--- src/rtl/iobus_arb_pkg.sv ---
// Shared types and MMIO constants for the IOBUS arbiter.
// Optional lock mode: IOBUS_ARB_LOCK_EN.
package iobus_arb_pkg;

  typedef enum logic [1:0] {
    IDLE,
    BUS,
    RESP
  } arb_state_t;

  localparam int IOBUS_AW = 32;
  localparam int IOBUS_DW = 32;

  localparam logic [31:0] SWITCHES_AD = 32'h1100_0000;
  localparam logic [31:0] LEDS_AD     = 32'h1100_0020;
  localparam logic [31:0] SSEG_AD     = 32'h1100_0040;

  function automatic int idx_w(input int n);
    return (n > 1) ? $clog2(n) : 1;
  endfunction

endpackage

--- src/rtl/iobus_arbiter_rr_picker.sv ---
// Rotating-priority encoder: first set request after the
// last-served index, wrapping modulo N.
module rr_picker
  import iobus_arb_pkg::*;
#(
  parameter int N  = 2,
  parameter int IW = idx_w(N)
) (
  input  logic [N-1:0]  req,
  input  logic [IW-1:0] last,
  output logic [N-1:0]  gnt,
  output logic [IW-1:0] idx,
  output logic          any
);

  logic [IW-1:0] j;

  always_comb begin
    gnt = '0;
    idx = '0;
    any = 1'b0;
    j   = '0;
    for (int k = 1; k <= N; k++) begin
      j = IW'((int'(last) + k) % N);
      if (!any && req[j]) begin
        any    = 1'b1;
        gnt[j] = 1'b1;
        idx    = j;
      end
    end
  end

endmodule

--- src/rtl/iobus_arbiter.sv ---
// Round-robin arbiter sharing one MMIO bus among NUM_REQ masters.
// Define IOBUS_ARB_LOCK_EN to honour REQ_LOCK bursts.
module iobus_arbiter
  import iobus_arb_pkg::*;
#(
  parameter int NUM_REQ  = 2,
  parameter int AW       = IOBUS_AW,
  parameter int DW       = IOBUS_DW,
  parameter int LOCK_MAX = 4
) (
  input  logic                  CLK,
  input  logic                  RST_N,
  input  logic [NUM_REQ-1:0]    REQ_VLD,
  input  logic [NUM_REQ-1:0]    REQ_WR,
  input  logic [NUM_REQ-1:0]    REQ_LOCK,
  input  logic [NUM_REQ*AW-1:0] REQ_ADDR,
  input  logic [NUM_REQ*DW-1:0] REQ_WDATA,
  output logic [NUM_REQ-1:0]    REQ_RDY,
  output logic [NUM_REQ-1:0]    RSP_VLD,
  output logic [DW-1:0]         RSP_RDATA,
  output logic [AW-1:0]         IOBUS_ADDR,
  output logic [DW-1:0]         IOBUS_OUT,
  output logic                  IOBUS_WR,
  input  logic [DW-1:0]         IOBUS_IN
);

  localparam int IW = idx_w(NUM_REQ);

  arb_state_t         state;
  logic [IW-1:0]      last;
  logic [IW-1:0]      win_q;
  logic [NUM_REQ-1:0] rr_gnt;
  logic [IW-1:0]      rr_idx;
  logic               rr_any;
  logic [NUM_REQ-1:0] gnt;
  logic [IW-1:0]      win;
  logic               any;
  logic [AW-1:0]      sel_addr;
  logic [DW-1:0]      sel_wdata;

  rr_picker #(.N(NUM_REQ), .IW(IW)) u_pick (
    .req  (REQ_VLD),
    .last (last),
    .gnt  (rr_gnt),
    .idx  (rr_idx),
    .any  (rr_any)
  );

`ifdef IOBUS_ARB_LOCK_EN
  localparam int CW = $clog2(LOCK_MAX + 1);
  logic          lock_pend;
  logic [CW-1:0] lock_cnt;
  logic [CW-1:0] cnt_nxt;
  logic          lock_take;

  // A pending lock re-grants the previous winner ahead of RR.
  assign lock_take = lock_pend && REQ_VLD[last];
  assign cnt_nxt   = lock_take ? CW'(lock_cnt + 1'b1) : CW'(1);
  assign gnt = lock_take ? (NUM_REQ'(1) << last) : rr_gnt;
  assign win = lock_take ? last : rr_idx;
  assign any = lock_take | rr_any;
`else
  logic lock_unused;
  localparam int LOCK_MAX_UNUSED = LOCK_MAX;
  assign lock_unused = ^REQ_LOCK;
  assign gnt = rr_gnt;
  assign win = rr_idx;
  assign any = rr_any;
`endif

  assign sel_addr  = REQ_ADDR[int'(win) * AW +: AW];
  assign sel_wdata = REQ_WDATA[int'(win) * DW +: DW];
  assign REQ_RDY   = (state == IDLE) ? gnt : '0;

  always_ff @(posedge CLK or negedge RST_N) begin
    if (!RST_N) begin
      state      <= IDLE;
      last       <= IW'(NUM_REQ - 1);
      win_q      <= '0;
      IOBUS_ADDR <= '0;
      IOBUS_OUT  <= '0;
      IOBUS_WR   <= 1'b0;
      RSP_VLD    <= '0;
      RSP_RDATA  <= '0;
`ifdef IOBUS_ARB_LOCK_EN
      lock_pend  <= 1'b0;
      lock_cnt   <= '0;
`endif
    end else begin
      unique case (state)
        IDLE: begin
          if (any) begin
            IOBUS_ADDR <= sel_addr;
            IOBUS_OUT  <= sel_wdata;
            IOBUS_WR   <= REQ_WR[win];
            win_q      <= win;
            last       <= win;
            state      <= BUS;
`ifdef IOBUS_ARB_LOCK_EN
            lock_cnt   <= cnt_nxt;
            lock_pend  <= REQ_LOCK[win] &&
                          (int'(cnt_nxt) < LOCK_MAX);
`endif
          end
        end
        BUS: begin
          RSP_VLD    <= NUM_REQ'(1) << win_q;
          RSP_RDATA  <= IOBUS_WR ? '0 : IOBUS_IN;
          IOBUS_ADDR <= '0;
          IOBUS_OUT  <= '0;
          IOBUS_WR   <= 1'b0;
          state      <= RESP;
        end
        RESP: begin
          RSP_VLD   <= '0;
          RSP_RDATA <= '0;
          state     <= IDLE;
        end
        default: state <= IDLE;
      endcase
    end
  end

endmodule

--- config.mk ---
export PLATFORM = sky130hd
export DESIGN_NAME = iobus_arbiter
export DESIGN_NICKNAME = d
export VERILOG_FILES = /design/src/rtl/iobus_arb_pkg.sv /design/src/rtl/iobus_arbiter_rr_picker.sv /design/src/rtl/iobus_arbiter.sv
export SDC_FILE = /design/constraint.sdc
export NUM_CORES = 1
export LEC_CHECK = 0
export ABC_AREA = 1
export CORE_ASPECT_RATIO = 1.75
export CORE_UTILIZATION = 45
export CTS_BUF_LIST = sky130_fd_sc_hd__clkbuf_8
export CTS_CLUSTER_SIZE = 20
export DETAILED_ROUTE_END_ITERATION = 8
export PLACE_DENSITY_LB_ADDON = 0.08
export REMOVE_ABC_BUFFERS = 1
export SYNTH_ARGS = -nofsm -noshare
export SYNTH_HDL_FRONTEND = slang
export SYNTH_SLANG_ARGS = --single-unit
--- constraint.sdc ---
create_clock -name CLK -period 3.3 [get_ports CLK]
set_input_delay 0.66 -clock CLK [delete_from_list [all_inputs] [get_ports CLK]]
set_output_delay 0.66 -clock CLK [all_outputs]
set_load 0.05 [all_outputs]
Word-level counts from Yosys, hierarchy flattened
Cells that the tools add are included.

cells by class
  magnitude comparators = 5
  shift-type cells = 3
  $mul = 0
  multiplexer cells = 28
  bitwise gates (word level) = 1
  add/sub/neg operators = 2
  reductions and logical operators = 9
  equality and inequality tests = 3
  divide/modulo/power cells = 0

operator list
  operator             number
  $pmux 32 s2          3
  $shiftx 64x7->32     2
  $mux 32              3
  $mux 1               13
  $mux 2               4
  $pmux 2 s2           2
  $lt 1x2->1 const B   3
  $reduce_and 2->1     2
  $reduce_bool 2->1    2
  $logic_and 1x1->1    3
  $add 1x1->1 const B  2
  $demux 1 s1          2
  $eq 2x1->1 const B   1
  $eq 2x2->1 const B   1
  $ge 1x1->1 const B   2
  $logic_not 2->1      1
  $ne 2x2->1 const B   1
  $or 2x2->2           1
  $pmux 1 s2           1
  $shl 1x1->2 const A  1
  $logic_not 1->1      1

storage, ports and cells
  memory bits (read-only) = 0
  memories kept = 0
  bits in latches = 0
  bits in registers = 103
  RAM bits = 0
  output and inout bits = 101

Depth between registers and ports, before layout
  depth in word-level cells = 11
  depth in mapped cells = 10

Hierarchy
A second synthesis with hierarchy kept.

second synthesis, totals
  cell total of the unflattened synthesis = 678
  area total of the unflattened synthesis = 5002.3 sq um

by module, submodules not included
  module         sequential area each (sq um)  instances  cells each  area an instance (sq um)
  iobus_arbiter  2578.7                        1          671         4972.3
  rr_picker      0.0                           1          7           30.0

Least setup slack after synthesis
No wires, ideal clock.

  path type = reg2out
  start point = reg state[0]
  end point = out REQ_RDY[0]
  setup slack = 670 ps
  data required time = 2640 ps
  arrival time = 1970 ps
  cell stages (with the launch flop) = 6
  buffers on the path = 1
  cells stage by stage = dfrtp_1 > inv_1 > ha_1 > clkbuf_1 > inv_1 > nor3_1

between the ends
  word-level cells in the longest chain between the ends = 2

ends and longest elaborated chain
  what                    RTL line              RTL
  from (decl)             iobus_arbiter.sv:29   arb_state_t state;
  from (signal assigned)  iobus_arbiter.sv:77   state <= IDLE;
  from (signal assigned)  iobus_arbiter.sv:98   state <= BUS;
  from (signal assigned)  iobus_arbiter.sv:112  state <= RESP;
  $logic_not 2->1         iobus_arbiter.sv:73   assign REQ_RDY = (state == IDLE) ? gnt : '0;
  $mux 2                  iobus_arbiter.sv:73
  to (decl)               iobus_arbiter.sv:18   output logic [NUM_REQ-1:0] REQ_RDY,

Every way passes these cells.

Worst setup path in the final report
  start point = in REQ_VLD[0]
  end point = out REQ_RDY[0]

between the ends
  word-level cells in the longest chain between the ends = 7
  elaborated cells between the ends (all ways) = 11

ends and longest elaborated chain
  what                                        RTL line                       RTL
  from (decl)                                 iobus_arbiter.sv:13            input logic [NUM_REQ-1:0] REQ_VLD,
  $mux 1 (not written as such) (2 in series)  iobus_arbiter_rr_picker.sv:25  if (!any && req[j]) begin
  $mux 1                                      iobus_arbiter_rr_picker.sv:25
  $logic_not 1->1                             iobus_arbiter_rr_picker.sv:25
  $logic_and 1x1->1                           iobus_arbiter_rr_picker.sv:25
  $mux 2 (*)                                  iobus_arbiter_rr_picker.sv:25
  $mux 2 (*)                                  iobus_arbiter.sv:73

Mark *: on every way between the ends. The rest lies on a longest branch, timed or not. The select of a mux whose other input is x is not followed.

==> reports/qor.yml <==
status: "finished, final reports clean"
synth_area_leaders: "dfrtp_1 49%, nand2_1 19%, nand3_1 9.4%"
wl_per_cell_um: 15.0
cp-end-kind: "output pin"
clock_path_buffers: 2
overflow: 0
synth_adder_area_share_pct: 0.716
cts_tree: "yes"
fin_tns_setup_ns: 0
synth-compound-area-share_pct: 3.65
dieArea_mm2: 0.0121
drv_slew: 0
die_w_um: 83.6
postCtsResizedCells: 0
dp.cells: 1037
syn_inst: 690
finClkSkew_ns: 0.0108
antenna_found_initial: 0
grt_setup_unrepaired: "false"
die_h_um: 145
gp_congestion: 0.789
cp.required_ns: 2.64
synthSimpleGateAreaFrac_pct: 37.6
design.core.area_mm2: 0.0112
peakVddDrop_uv: 750
synth.avg_cell_area_um2: 7.60
slew_headroom_pct: 36.4
power_mw: 7.57
fin_crit_ns: 2.87
layout_common_cells: "269 x nand2_1, 263 x clkdlybuf4s50_1, 102 x dfrtp_1"
cap_violations: 0
vias_per_cell: 5.22
mostFrequentLayoutCell: "nand2_1"
clock_latency_ns: 0.35
hold_buffers: 0
syn_area_mm2: 0.00524
rows: 51
nets: 1087
power_density_mw_per_mm2: 937
use_met2_pct: 47.2
p_leak_nw: 3.94
cts_buffers: 9
grt_pass1_wl_um: 25100
grt_util_met1_pct: 29.7
area_delta_synth_final_pct: 54.2
grt_pass1_vias: 5143
use_met3_pct: 5.50
startpoint_type: "primary input"
drt.antenna.violating_nets: 0
vias: 5499
cts.clk_slew.worst_paths_ns: 0.09
fin_crit_sh_pct: 87.1
layout-drive-gt1-share_pct: 4.13
grt_max_degree: 69
synth.area.mux_share_pct: 0
worstPathMaxFanout: 2
hold_viol: 0
post_cts_buffers: 0
setup_viol: 0
synthXorXnorAreaFrac_pct: 0
antenna_cells: 0
critPathKind: "in -> out"
hp-class: "in -> async"
yosys.area.top_type: "dfrtp_1"
drcViolationCount: 0
synth-seq-cells: 103
ys_seq_area_share_pct: 49.2
globalRouteTotalUtil_pct: 25.9
cts_sinks: 103
cts_root_buf: "clkbuf_8"
drt-total-wl_um: 15800
cts_max_level: 3
portBuffers: 266
place_hpwl_um: 11600
dr.pass1.iters: 4
ys_types: 22
drt_iter0_drc: 293
hold_ws_ns: 0.304
ios: 269
final_cells: 1053
synth_top_area_share_pct: 48.7
top_usage_layer: "met2"
start_util_pct: 46.7
tightest_slew_ns: 0.954
max_freq_mhz: 348
critPathArrivalTime_ns: 2.21
yosysWarnings: 0
synth_top_family_by_area: "simple AND/OR/NAND/NOR gates"
==> through the flow <==
stage               cell area (um^2)  setup WS, ns  utilization, %
floorplan                       4940        -0.460               -
global placement                7890         0.384            70.2
finish                          8090         0.425            72.0
CTS                             8090         0.414            72.0
global route                    8090         0.372            72.0
detailed placement              7890         0.415            70.2
==> state kept, by name (all words and copies together), names as in the netlist <==
register    flops
win_q           1
IOBUS_ADDR     32
IOBUS_OUT      32
state           2
IOBUS_WR        1
last            1
RSP_VLD         2
RSP_RDATA      32
==> cells in the mapped netlist <==
cell        n
nand2_1   270
dfrtp_1   102
nand3_1    98
nand4_1    65
inv_1      43
o21ai_0    37
clkbuf_1   27
buf_2      16
buf_4      11
buf_1       3
ha_1        3
nand2_2     3
clkbuf_4    2
nor2_1      2
buf_6       1
dfstp_2     1
inv_2       1
nand3_2     1
nor2_2      1
nor2_4      1
nor3_1      1
o22ai_1     1
==> power breakdown <==
part	switching (mW)	total, mW	internal [mW]	leakage [nW]
Sequential	0.250	2.00	1.75	1.34
Clock	0.400	0.787	0.386	0.108
Combinational	3.30	4.79	1.49	2.49
==> cell type report <==
class | count | area [um^2]
clock buffer | 11 | 151
clock inverter | 5 | 50.0
fill | 909 | 3140
inverter | 44 | 165
multi-input combinational | 483 | 2210
sequential | 103 | 2580
tap | 132 | 165
timing repair buffer | 275 | 2770
==> worst max-delay path, cell delays in order <==
cell and delay (ns):
clkdlybuf4s50_1 0.49, inv_1 0.06, nor3_1 0.17, clkdlybuf4s50_1 0.83
==> metal layers <==
layer / vias up / wire [um]
met1: 2558 / 6000
met3: 24 / 1030
met2: 213 / 8330
li1: 2704 / -
met5: - / 0
met4: 0 / 461
==> final timing paths <==
| kind | from | endpoint | slack (ns) | cells after the start |
|---|---|---|---|---|
| worst max register to register | state[0] | IOBUS_ADDR[2] | 0.81 | 8 |
| worst min-delay path | RST_N | RSP_RDATA[25] | 0.30 | 1 |
| max in group asynchronous | RST_N | last | 2.22 | 2 |
| worst min register to register | IOBUS_OUT[20] | IOBUS_OUT[20] | 0.48 | 2 |
| min in group CLK | IOBUS_OUT[20] | IOBUS_OUT[20] | 0.48 | 2 |
| worst max-delay path | REQ_VLD[0] | REQ_RDY[0] | 0.43 | 4 |
==> cell families (layout without fill, tap and decap cells) <==
| kind of cell | Yosys count | after routing |
|---|---|---|
| buffers and inverters | 104 | 335 |
| flip-flops | 103 | 103 |
| AO/OA/AOI/OAI | 38 | 38 |
| AND/OR/NAND/NOR | 442 | 442 |
| adder cells (fa/ha/maj) | 3 | 3 |
No activity file was read; power rests on OpenSTA's default activity.
